**config.mk**
```make
export PLATFORM = sky130hd
export DESIGN_NAME = module_split_if
export DESIGN_NICKNAME = d
export VERILOG_FILES = /design/src/rtl/module_split_if_pkg.sv /design/src/rtl/module_split_if.sv
export SDC_FILE = /design/constraint.sdc
export NUM_CORES = 1
export LEC_CHECK = 0
export ABC_AREA = 1
export CORE_MARGIN = 2
export CORE_UTILIZATION = 30
export CTS_CLUSTER_SIZE = 16
export DETAILED_ROUTE_END_ITERATION = 8
export PLACE_DENSITY_LB_ADDON = 0.25
export SYNTH_ARGS = -nofsm -noshare
export SYNTH_HDL_FRONTEND = slang
export SYNTH_SLANG_ARGS = --single-unit
```
**constraint.sdc**
```tcl
create_clock -name clk -period 2.6 [get_ports clk]
set_input_delay 0.39 -clock clk [delete_from_list [all_inputs] [get_ports clk]]
set_output_delay 0.39 -clock clk [all_outputs]
set_load 0.01 [all_outputs]
```
**src/rtl/module_split_if_pkg.sv**
```systemverilog
// Shared definitions for the word splitter: FSM states, field geometry and
// field extraction helpers for the packed 16-bit input word.
package module_split_if_pkg;

    localparam int unsigned WORD_W = 16;

    localparam int unsigned A_W = 4;
    localparam int unsigned B_W = 4;
    localparam int unsigned C_W = 8;

    localparam int unsigned A_LSB = 12;
    localparam int unsigned B_LSB = 8;
    localparam int unsigned C_LSB = 0;

    localparam int unsigned BYTE_W = 8;

    typedef enum logic [1:0] {
        IDLE  = 2'd0,
        BEAT0 = 2'd1,
        BEAT1 = 2'd2
    } state_e;

    function automatic logic [A_W-1:0] field_a(input logic [WORD_W-1:0] word);
        return word[A_LSB +: A_W];
    endfunction

    function automatic logic [B_W-1:0] field_b(input logic [WORD_W-1:0] word);
        return word[B_LSB +: B_W];
    endfunction

    function automatic logic [C_W-1:0] field_c(input logic [WORD_W-1:0] word);
        return word[C_LSB +: C_W];
    endfunction

endpackage

```
**src/rtl/module_split_if.sv**
```systemverilog
// Word splitter: accepts a packed {a,b,c} word and emits it as one byte (c)
// or two bytes ({a,b} then c) depending on the mode sampled with the word.
// Counts fully emitted words.
module module_split_if
    import module_split_if_pkg::*;
#(
    parameter int unsigned CNT_W = 8
) (
    input  logic               clk,
    input  logic               rst_n,
    input  logic               in_valid,
    output logic               in_ready,
    input  logic [15:0]        in_word,
    input  logic               in_cond_if,
    output logic               out_valid,
    input  logic               out_ready,
    output logic [3:0]         out_a,
    output logic [3:0]         out_b,
    output logic [7:0]         out_c,
    output logic [7:0]         out_byte,
    output logic               out_last,
    output logic [CNT_W-1:0]   out_count
);

    state_e           state_q, state_d;
    logic [A_W-1:0]   a_q, a_d;
    logic [B_W-1:0]   b_q, b_d;
    logic [C_W-1:0]   c_q, c_d;
    logic             cond_q, cond_d;
    logic [CNT_W-1:0] cnt_q, cnt_d;

    logic             in_hs;
    logic             out_hs;

    assign in_hs  = in_valid && (state_q == IDLE);
    assign out_hs = out_ready && (state_q != IDLE);

    // Next-state, capture and completed-word count
    always_comb begin
        state_d = state_q;
        a_d     = a_q;
        b_d     = b_q;
        c_d     = c_q;
        cond_d  = cond_q;
        cnt_d   = cnt_q;

        unique case (state_q)
            IDLE: begin
                if (in_hs) begin
                    a_d     = field_a(in_word);
                    b_d     = field_b(in_word);
                    c_d     = field_c(in_word);
                    cond_d  = in_cond_if;
                    state_d = BEAT0;
                end
            end
            BEAT0: begin
                if (out_hs) begin
                    if (cond_q) begin
                        state_d = IDLE;
                        cnt_d   = cnt_q + CNT_W'(1);
                    end else begin
                        state_d = BEAT1;
                    end
                end
            end
            BEAT1: begin
                if (out_hs) begin
                    state_d = IDLE;
                    cnt_d   = cnt_q + CNT_W'(1);
                end
            end
            default: begin
                state_d = IDLE;
            end
        endcase
    end

    // Beat payload and handshake outputs decoded from state and captured word
    always_comb begin
        in_ready  = 1'b0;
        out_valid = 1'b0;
        out_byte  = '0;
        out_last  = 1'b0;

        unique case (state_q)
            IDLE: begin
                in_ready = 1'b1;
            end
            BEAT0: begin
                out_valid = 1'b1;
                if (cond_q) begin
                    out_byte = c_q;
                    out_last = 1'b1;
                end else begin
                    out_byte = {a_q, b_q};
                    out_last = 1'b0;
                end
            end
            BEAT1: begin
                out_valid = 1'b1;
                out_byte  = c_q;
                out_last  = 1'b1;
            end
            default: begin
                in_ready = 1'b0;
            end
        endcase
    end

    // State and datapath registers, cleared asynchronously
    always_ff @(posedge clk or negedge rst_n) begin
        if (!rst_n) begin
            state_q <= IDLE;
            a_q     <= '0;
            b_q     <= '0;
            c_q     <= '0;
            cond_q  <= 1'b0;
            cnt_q   <= '0;
        end else begin
            state_q <= state_d;
            a_q     <= a_d;
            b_q     <= b_d;
            c_q     <= c_d;
            cond_q  <= cond_d;
            cnt_q   <= cnt_d;
        end
    end

    assign out_a     = a_q;
    assign out_b     = b_q;
    assign out_c     = c_q;
    assign out_count = cnt_q;

endmodule

```
### Word level (Yosys, flattened, before mapping)

Cells that the tools add are included.

* $add $sub $neg: 1
* equal/unequal tests: 6
* multiplexer cells: 15
* reduce and logical (&&, ||, !) cells: 9

Operator list (count)
* 8-bit two-way mux: 4
* 8-bit case mux with 2 select lines: 2
* 8-bit by 1-bit adder with 8-bit output (second input constant): 1
* 2-bit two-way mux: 4
* 2-bit != test (second input constant): 4
* 2-bit case mux with 3 select lines: 1
* 4-bit AND reduction: 1
* 2-bit nonzero test: 2
* 1-bit two-way mux: 3
* 3-bit AND reduction: 1
* 2-bit by 1-bit equality test with 1-bit output (second input constant): 1
* 2-bit equality test (second input constant): 1
* 1-bit logical AND: 2
* 2-bit zero test: 1
* 1-bit case mux with 2 select lines: 1
* 2-bit AND reduction: 1
* 2-bit OR reduction: 1

* register bits: 27
* input bits: 21
* output and inout port bits: 35
* word-level logic and storage cells: 37

### Longest topological paths before layout

* word-level depth: 4
* depth in mapped cells: 9
* mapped depth without buffers: 9

### Worst setup path after synthesis

OpenSTA, ideal clock, no wires.

* path type: reg2out
* from: reg state_q[0]
* to: out out_byte[0]
* arrival: 1.392 ns
* required time: 2.210 ns
* setup slack: 0.818 ns
* cell stages (with the launch flop): 8
* path buffers: 1
* cells stage by stage: dfrtp_1 inv_1 ha_1 buf_2 nand2_1 clkinv_1 nand2_1 nand2_1

* word-level cells in the longest chain between the ends: 2
* elaborated cells on any way between the ends: 3
* those cells by class: eq/ne (2); mux (1)

Ends and longest elaborated chain
* from (decl): line module_split_if.sv:25 `state_e state_q, state_d;`
* from (signal assigned): line module_split_if.sv:121 `state_q <= state_d;`
* 2-bit equality test / 2-bit by 1-bit equality test with 1-bit output (equally long branches): line module_split_if.sv:86 `unique case (state_q)`
* 8-bit case mux with 2 select lines (*): line module_split_if.sv:86
* to (decl): line module_split_if.sv:20 `output logic [7:0] out_byte,`

Every way passes the cells marked *; elsewhere a longest branch is shown, timed or not.

### Worst setup path in the final report

* from: reg state_q[1]
* to: out out_byte[4]

Same word-level chain as after synthesis.

==> results.md <==
* Worst reg2reg setup slack at 1130 ps
* Peak VDD IR at 0.5550 mV
* Core area at 0.004414 mm2
* Synthesized instance count at between 100 and 150
* Cts repair resizes at 0
* Largest area contributor in the netlist: dfrtp_1
* Vias at 1,156
* RR Startpoint: state_q[0]$_DFFE_PN0P_
* Clock power frac at 11.1%
* Number of remaining DRC errors at 0
* Fin crit period at between 2000 and 2500 ps
* Grt ovf at 0
* Initial Util at roughly a third
* Slew margin rel. at 76.75%
* CP startpoint kind: flop
* Status: complete, no violations
* Final slew viol count at 0
* CTS buffer count at 3
* Comb pwr share at a little over half
* Crit path capture type: output pin
* Ys async rst share at 100.0%
* Placer Congestion at 0.8058
* CTS Hold Bufs at 0
* Post-place setup slack at 436.8 ps
* Critical Path AT at 2050 ps
* Worst Skew at 3.798 ps
* Routed Antenna Nets at 0
* Largest net degree at the start of global routing at 28
* Root buf cell: clkbuf_8
* Final setup TNS at 0 ps
* First-pass GRT wire length at 5230 um
* FF-to-FF path depth at 4
* Input/output buffers at between 50 and 60
* Synth unique cells at 23
* Max-capacitance violation count at 0
* Final setup viols at 0
* Syn. warnings at 0
* Multi-input logic area at 653.1 um2
* Fin nets at 231
* Tcrit/Tclk final at 93.88%
* Number of synthesized register bits at 27
* Mapped Area at about 0.0014 mm2
* # fillers at 431
* Area share of the leading cell type in the synthesized netlist at 48.56%
* Pleak at 0.0009926 uW
* H-Tree Level Count at 1
* # IOs at 56
* Pwr Density at between 1000 and 1500 mW/mm2
* Post-Route WL at about 3200 um
* GRT Total Usage at a little over an eighth
* CP required at 2210 ps
* Die Ht at 72.10 um
* Longest Clk Path Bufs at 2
* Syn Area/Cell at between 9 and 10 um2
* Antenna violations before repair at 0
* Crit Path Max Fanout at 6
* Critical path class: flop to output pin
* Core Util, Final at 47.05%
* Avg Vias per Cell at ~4.5
* Post-Syn Nets at 169
* Most common cell in the netlist: nand2_1
* Sequential power share at 35.1%
* EDFF count, synth at 0
* NetSw at 773.0 uW
* # clock sinks at 27
* Switching Share at 36.48%
* RSZ-0062 raised after global routing: no
* Synth cell count leaders: nand2_1, dfrtp_1, nand3_1
* Layout cells sized above 1 at 15.20%
* Synth top area cells: dfrtp_1, nand2_1, mux2_4
* Int Pwr at ~1300 uW
* DR pass1 iterations at 4
* CTS tree: done
* Drt first-iter violations at 63
* Fin. Hold Viols at 0
* Synth Flop Type: dfrtp_1
* FMAX at approximately 410 MHz
* Die area at 0.005198 mm2
* Worst-Skew Late Latency at roughly 270 ps
* Reg-to-Reg End: out_a[3]$_DFFE_PN0P_
* Area grow syn2layout at 49.28%
* Post-CTS Setup Repair Bufs at 0
* Tightest Pin Transition at 348.8 ps
* CTS clock-pin slew for the worst setup and hold paths at 90 ps
* Row cnt at 24
* Die width at between 70 and 80 um
* Ant diodes at 0
* Post-DP HPWL at approximately 2400 um
* Routed wire per std cell at 12.56 um
* FF+latch area at 675.6 um2
* Worst min-delay path category: primary input to asynchronous set/reset pin
* Final setup margin at around 160 ps
* Seq/Total Area, Yosys at between 40% and 50%
* Vias in the first global route at 1,076
-- worst max-delay path by stage --
stage,start,to,slack (ps),depth (start not counted)
floorplan,state_q[0]$_DFFE_PN0P_,out_byte[0],820,7
global placement,state_q[0]$_DFFE_PN0P_,out_byte[6],480,9
detailed placement,state_q[1]$_DFFE_PN0P_,out_byte[2],440,8
CTS,state_q[1]$_DFFE_PN0P_,out_byte[2],130,8
global route,state_q[0]$_DFFE_PN0P_,out_byte[5],50,9
finish,state_q[1]$_DFFE_PN0P_,out_byte[4],160,8
-- power groups by stage --
stage / logic, uW / registers, uW / clock network, uW
6_report: 1140 / 744 / 236
3_3_place_gp: 1120 / 753 / 0
3_5_place_dp: 1130 / 753 / 0
5_1_grt: 1240 / 774 / 263
4_1_cts: 1140 / 746 / 248
2_1_floorplan: 508 / 793 / 0
-- cells in the final DEF (no fill, tap or decap), types with 5 or more instances in the layout --
cell type | synthesis | routed
ha_1 | 5 | 5
clkdlybuf4s50_1 | 0 | 53
dfrtp_1 | 27 | 27
nand2_1 | 45 | 44
mux2_4 | 7 | 7
nand3_1 | 13 | 13
nor2_1 | 6 | 6
mux2_2 | 9 | 9
inv_1 | 11 | 10
-- layer usage --
| metal | up-vias | global-route usage [%] | part of all wire, % |
|---|---|---|---|
| met5 | - | 0 | 0 |
| met4 | 0 | 3.774 | 1.1 |
| met3 | 2 | 3.611 | 5.1 |
| met2 | 30 | 20.18 | 47 |
| met1 | 541 | 17.94 | 47 |
| li1 | 583 | - | - |
-- per-stage QoR --
step | std cells | total power [uW] | cell area, um2 | hold WS [ps]
floorplan | 143 | 1301 | 1391 | 94.41
global placement | 251 | 1876 | 2013 | 473.7
detailed placement | 251 | 1885 | 2013 | 489.4
CTS | 255 | 2130 | 2058 | 503.9
global route | 256 | 2278 | 2077 | 527.8
finish | 256 | 2119 | 2077 | 496.2
-- flip-flops by register name (all words and copies together) (netlist names) --
name and cells:
cond_q 1, out_a 4, out_b 4, out_c 8, out_count 8, state_q 2
-- final cells by class --
type | instances | share of cell area (%)
tap | 52 | 3.133
sequential | 27 | 32.53
multi-input combinational | 101 | 31.45
timing repair buffer | 58 | 27.83
inverter | 13 | 2.530
clock buffer | 4 | 2.169
timing repair inverter | 1 | 0.3614
-- critical path, cell delays in order, from the launching register on --
cell	delay, ps
dfrtp_1	410
inv_2	80
ha_1	130
inv_1	40
nor2_1	230
buf_4	200
nand3_1	70
nand2_1	80
clkdlybuf4s50_1	530
-- logic make-up after synthesis --
group | count (synthesis) | synth area share (%)
simple gates | 69 | 22.12
flops | 27 | 48.56
mux | 16 | 14.84
buf+inv | 15 | 4.675
compound gates | 7 | 2.787
fa+ha+maj | 5 | 4.496
xor+xnor | 4 | 2.518
(Power assumes the default switching activity.)
==> RTL edit 1, RTL diff (config.mk and constraints unchanged) <==
Take the reset off `a_q`, `b_q` and `c_q` and load them in a clocked block of their own.
--- a/src/rtl/module_split_if.sv
+++ b/src/rtl/module_split_if.sv
@@ -112,19 +112,19 @@
     always_ff @(posedge clk or negedge rst_n) begin
         if (!rst_n) begin
             state_q <= IDLE;
-            a_q     <= '0;
-            b_q     <= '0;
-            c_q     <= '0;
             cond_q  <= 1'b0;
             cnt_q   <= '0;
         end else begin
             state_q <= state_d;
-            a_q     <= a_d;
-            b_q     <= b_d;
-            c_q     <= c_d;
             cond_q  <= cond_d;
             cnt_q   <= cnt_d;
         end
+    end
+
+    always_ff @(posedge clk) begin
+        a_q <= a_d;
+        b_q <= b_d;
+        c_q <= c_d;
     end
 
     assign out_a     = a_q;
Check against the original RTL: not equivalent (a bounded check fails within 4 cycles, from zero or initial values and one cycle with rst_n low).
==> RTL edit 1 against the unedited design <==
Via count fell by 11%. Synthesized cell count fell by 11%. Core utilization rose by 1.1 points. Worst hold slack got worse by 0.060 ns. Area after synthesis fell by 9.5%. Combinational power fell by 21%. Final area fell by 6.5%. Register-to-register slack got worse by 0.19 ns. Wire length fell by 12%. Critical path depth rose by 1. Sequential cell count did not move. First-iteration DRC count fell by 60%. Power fell by 15%. Setup slack got worse by 0.060 ns. Critical path type unchanged.
==> RTL edit 1: results (changes against the unedited design) <==
| Metric | Value |
|---|---|
| Outcome | completed |
| Peak VDD IR | 398.0 uV (-28%) |
| Layout cell share with drive strength beyond 1 | 7.979% (-7.2 points) |
| Largest cells by area after synthesis | edfxtp_1, dfrtp_1, nand2_1, ha_1, nand3_1 |
| Global-route wire length before repair | 4.312 mm (-18%) |
| Placed cells | 233 (-7.2%) |
| Post-synth top cells | nand2_1, edfxtp_1, nand3_1 |
| DR iter-0 viols | 25 (-60%) |
| Post-synth EDFFs | 16 (+16) |
| Max incr delay on CP | 0.47 ns (-0.06 ns) |
| Pin count of the biggest net entering global routing | 19 (-32%) |
| Met2 wire length | 1.233 mm (-18%) |
| Gpl congestion | 0.8217 (+2.0%) |
| Routed Wire Length | 2.816 mm (-12%) |
| Vias in the first global route | 959 (-11%) |
| Synth Warn # | 0 (unchanged) |
| Nets | 215 (-6.9%) |
| CTS buffer count | 3 (unchanged) |
| Detailed Place HPWL | 2.135 mm (-12%) |
| Asr flop ratio synth | 40.74% (-59 points) |
| Post-Syn Nets | 153 (-9.5%) |
| Crit Path Max Fanout | 4 (-2) |
| Flop-to-flop setup slack | 0.94 ns (-0.19 ns) |
| Worst slew pin tran | 0.6413 ns (+0.2926 ns) |
| Slowest CP cell | clkdlybuf4s50_1 |
| Skew final | 0.007199 ns (+0.003401 ns) |
| Routed metal-1 wire length | 1.323 mm (-12%) |
| Seq/Total Area, Yosys | 60.04% (+11 points) |
| Vias | 1031 (-11%) |
| Reg2reg end | out_c[6] |
| Synth Area per Inst | 9.911 um^2 (+1.9%) |
| Post-synth cell types | 20 (-13%) |
| WP data arrival | 2.11 ns (+0.06 ns) |
| Fillers | 377 (-13%) |
| Sw Share | 38.04% (+1.6 points) |
| Vias/cell | 4.332 (-4.1%) |
| GRT Total Usage | 11.97% (-1.1 points) |
| Static Leak | 0.8375 nW (-16%) |
| Met3 Routed Length | 250 um (+52%) |
==> RTL edit 1: per-layer routing <==
metal	vias up	global-route usage, %
met3	2	2.435
met2	42	20.07
met5	-	0
met4	0	2.206
li1	531	-
met1	456	16.15
==> RTL edit 1: stage by stage <==
step / cell area [um^2] / worst slack, ns
4_1_cts: 1931 / 0.1366
6_report: 1942 / 0.09923
2_1_floorplan: 1259 / 0.8176
3_5_place_dp: 1882 / 0.4462
3_3_place_gp: 1882 / 0.5000
5_1_grt: 1942 / -0.01486
==> RTL edit 1: power groups by stage <==
| stage | clock, mW | sequential, mW | combinational (mW) |
|---|---|---|---|
| after floorplan | 0 | 0.685 | 0.432 |
| after global placement | 0 | 0.658 | 0.888 |
| after detailed placement | 0 | 0.665 | 0.897 |
| after CTS | 0.250 | 0.656 | 0.903 |
| after global routing | 0.261 | 0.669 | 1.00 |
| final | 0.238 | 0.655 | 0.902 |
==> RTL edit 1: cell families (layout without fill, tap and decap cells) <==
logic type	Yosys count	count (layout)	synth area share [%]
compound gates	7	7	3.380
xor+xnor	4	4	2.784
fa+ha+maj	5	5	4.970
buf+inv	15	76	4.572
flops	27	27	60.04
simple gates	69	69	24.26
==> RTL edit 1: final cells by class <==
| cell class | instances | share of cell area (%) |
|---|---|---|
| Tap cell | 50 | 3.222 |
| Multi-Input combinational cell | 85 | 22.94 |
| Clock buffer | 3 | 2.126 |
| Sequential cell | 27 | 38.92 |
| Timing Repair inverter | 1 | 0.2577 |
| Clock inverter | 1 | 0.3866 |
| Inverter | 14 | 2.899 |
| Timing Repair Buffer | 57 | 29.25 |
==> RTL edit 1: what timing repair did <==
item	4_1_cts	5_1_grt
buffers inserted	0	0
gates resized for setup	0	2
endpoints found under the setup margin	0	3
==> RTL edit 2, RTL diff (same settings) <==
Made on the original files. Put one more register stage on the output `out_count`, with the module's reset. The value now appears one clock later. The other outputs are not delayed to match.
--- a/src/rtl/module_split_if.sv
+++ b/src/rtl/module_split_if.sv
@@ -130,7 +130,13 @@
     assign out_a     = a_q;
     assign out_b     = b_q;
     assign out_c     = c_q;
-    assign out_count = cnt_q;
+    always_ff @(posedge clk or negedge rst_n) begin
+        if (!rst_n) begin
+            out_count <= '0;
+        end else begin
+            out_count <= cnt_q;
+        end
+    end
 
 endmodule
 
Check against the original RTL: not equivalent (a bounded check fails within 4 cycles, from zero or initial values and one cycle with rst_n low).
==> RTL edit 2 against the unedited design <==
Global-route usage shrank 0.45 points. Wire length up 8.4%. Non-clock buffer count is the same. Die area is 14% higher. Count of clock-buffer cells in the layout grew 1. Sequential cell count grew 8. Power increased by 19%. First-iteration DRC count decreased by 11%. Area after synthesis is 14% higher. Critical endpoint is now out_byte[1]. Final area grew 14%. Setup slack got worse by 0.014 ns. Via count rose by 7.5%.
==> RTL edit 2: results (changes against the unedited design) <==
| Metric | Value |
|---|---|
| Outcome | completed |
| Internal power | 1.673 mW (+24%) |
| Syn Inst Count | 151 (+5.6%) |
| Worst slew pin tran | 0.4368 ns (+0.08802 ns) |
| Clk_lat worst skew | 0.29 ns (+0.02 ns) |
| GRT Total Usage | 12.62% (-0.45 points) |
| Peak VDD IR | 402.9 uV (-27%) |
| Vias/cell | 4.346 (-3.8%) |
| Largest cells by area after synthesis | dfrtp_1, nand2_1, mux2_4, mux2_2, nand3_1 |
| Routed metal-1 wire length | 1.626 mm (+7.8%) |
| WP data arrival | 2.07 ns (+0.02 ns) |
| Dpl ws | 0.4492 ns (+0.01235 ns) |
| Pin count of the biggest net entering global routing | 36 (+29%) |
| WL/cell | 12.19 um (-2.9%) |
| Multi-input combinational area share | 27.51% (-3.9 points) |
| Detailed Place HPWL | 2.483 mm (+2.2%) |
| Met3 Use GR | 4.353% (+0.74 points) |
| Global-route wire length before repair | 5.782 mm (+11%) |
| Vias | 1243 (+7.5%) |
| Static Leak | 1.152 nW (+16%) |
| Gpl congestion | 0.7563 (-6.1%) |
| Skew final | 0.004711 ns (+0.0009136 ns) |
| Max incr delay on CP | 0.47 ns (-0.06 ns) |
| Met3 Routed Length | 254 um (+54%) |
| Met2 usage | 20.61% (+0.43 points) |
| Final period util | 94.44% (+0.56 points) |
| PwrDens | 1066 nW/um^2 (+4.5%) |
| Layout cell share with drive strength beyond 1 | 16.20% (+1.0 points) |
| Seq group | 0.890 mW (+20%) |
| Met2 wire length | 1.586 mm (+5.2%) |
| CTS buffer count | 5 (+2) |
| Cell row count | 26 (+8.3%) |
| CTS sink cnt | 35 (+30%) |
| Total clock network power | 0.483 mW (+100%) |
| Fillers | 494 (+15%) |
| Clock-cell share | 4.762% (+2.6 points) |
| Fin util | 46.30% (-0.75 points) |
| Seq area share | 37.04% (+4.5 points) |
| Placed cells | 277 (+10%) |
| DR iter-0 viols | 56 (-11%) |
| Met1 GRT Util | 15.03% (-2.9 points) |
| DP Area | 2236 um^2 (+11%) |
| Post-Syn Nets | 177 (+4.7%) |
| Hold_ws | 0.3993 ns (-0.09692 ns) |
| H-Tree Depth | 2 (+1) |
RTL edit 2: cell count changes after synthesis:
cell	delta
dfrtp_1	+8
RTL edit 2: kinds of logic after synthesis:
| logic type | synth area share [%] |
|---|---|
| compound gates | 2.437 |
| simple gates | 19.34 |
| fa+ha+maj | 3.931 |
| flops | 55.03 |
| xor+xnor | 2.202 |
| buf+inv | 4.087 |
| mux | 12.97 |
RTL edit 2: what timing repair did:
| item | CTS | global route |
|---|---|---|
| gates resized for setup | 0 | 5 |
| endpoints found under the setup margin | 0 | 6 |
| buffers inserted | 0 | 0 |
| hold endpoints to repair | 0 | 0 |
RTL edit 2: final timing paths:
kind,start,cells past startpoint,endpoint
max,state_q[0],9,out_byte[1]
min,cnt_q[7],0,out_count[7]
max reg2reg,state_q[0],4,out_c[4]
min reg2reg,cnt_q[7],0,out_count[7]
max in group asynchronous,rst_n,2,out_count[4]
min in group asynchronous,rst_n,2,out_b[1]
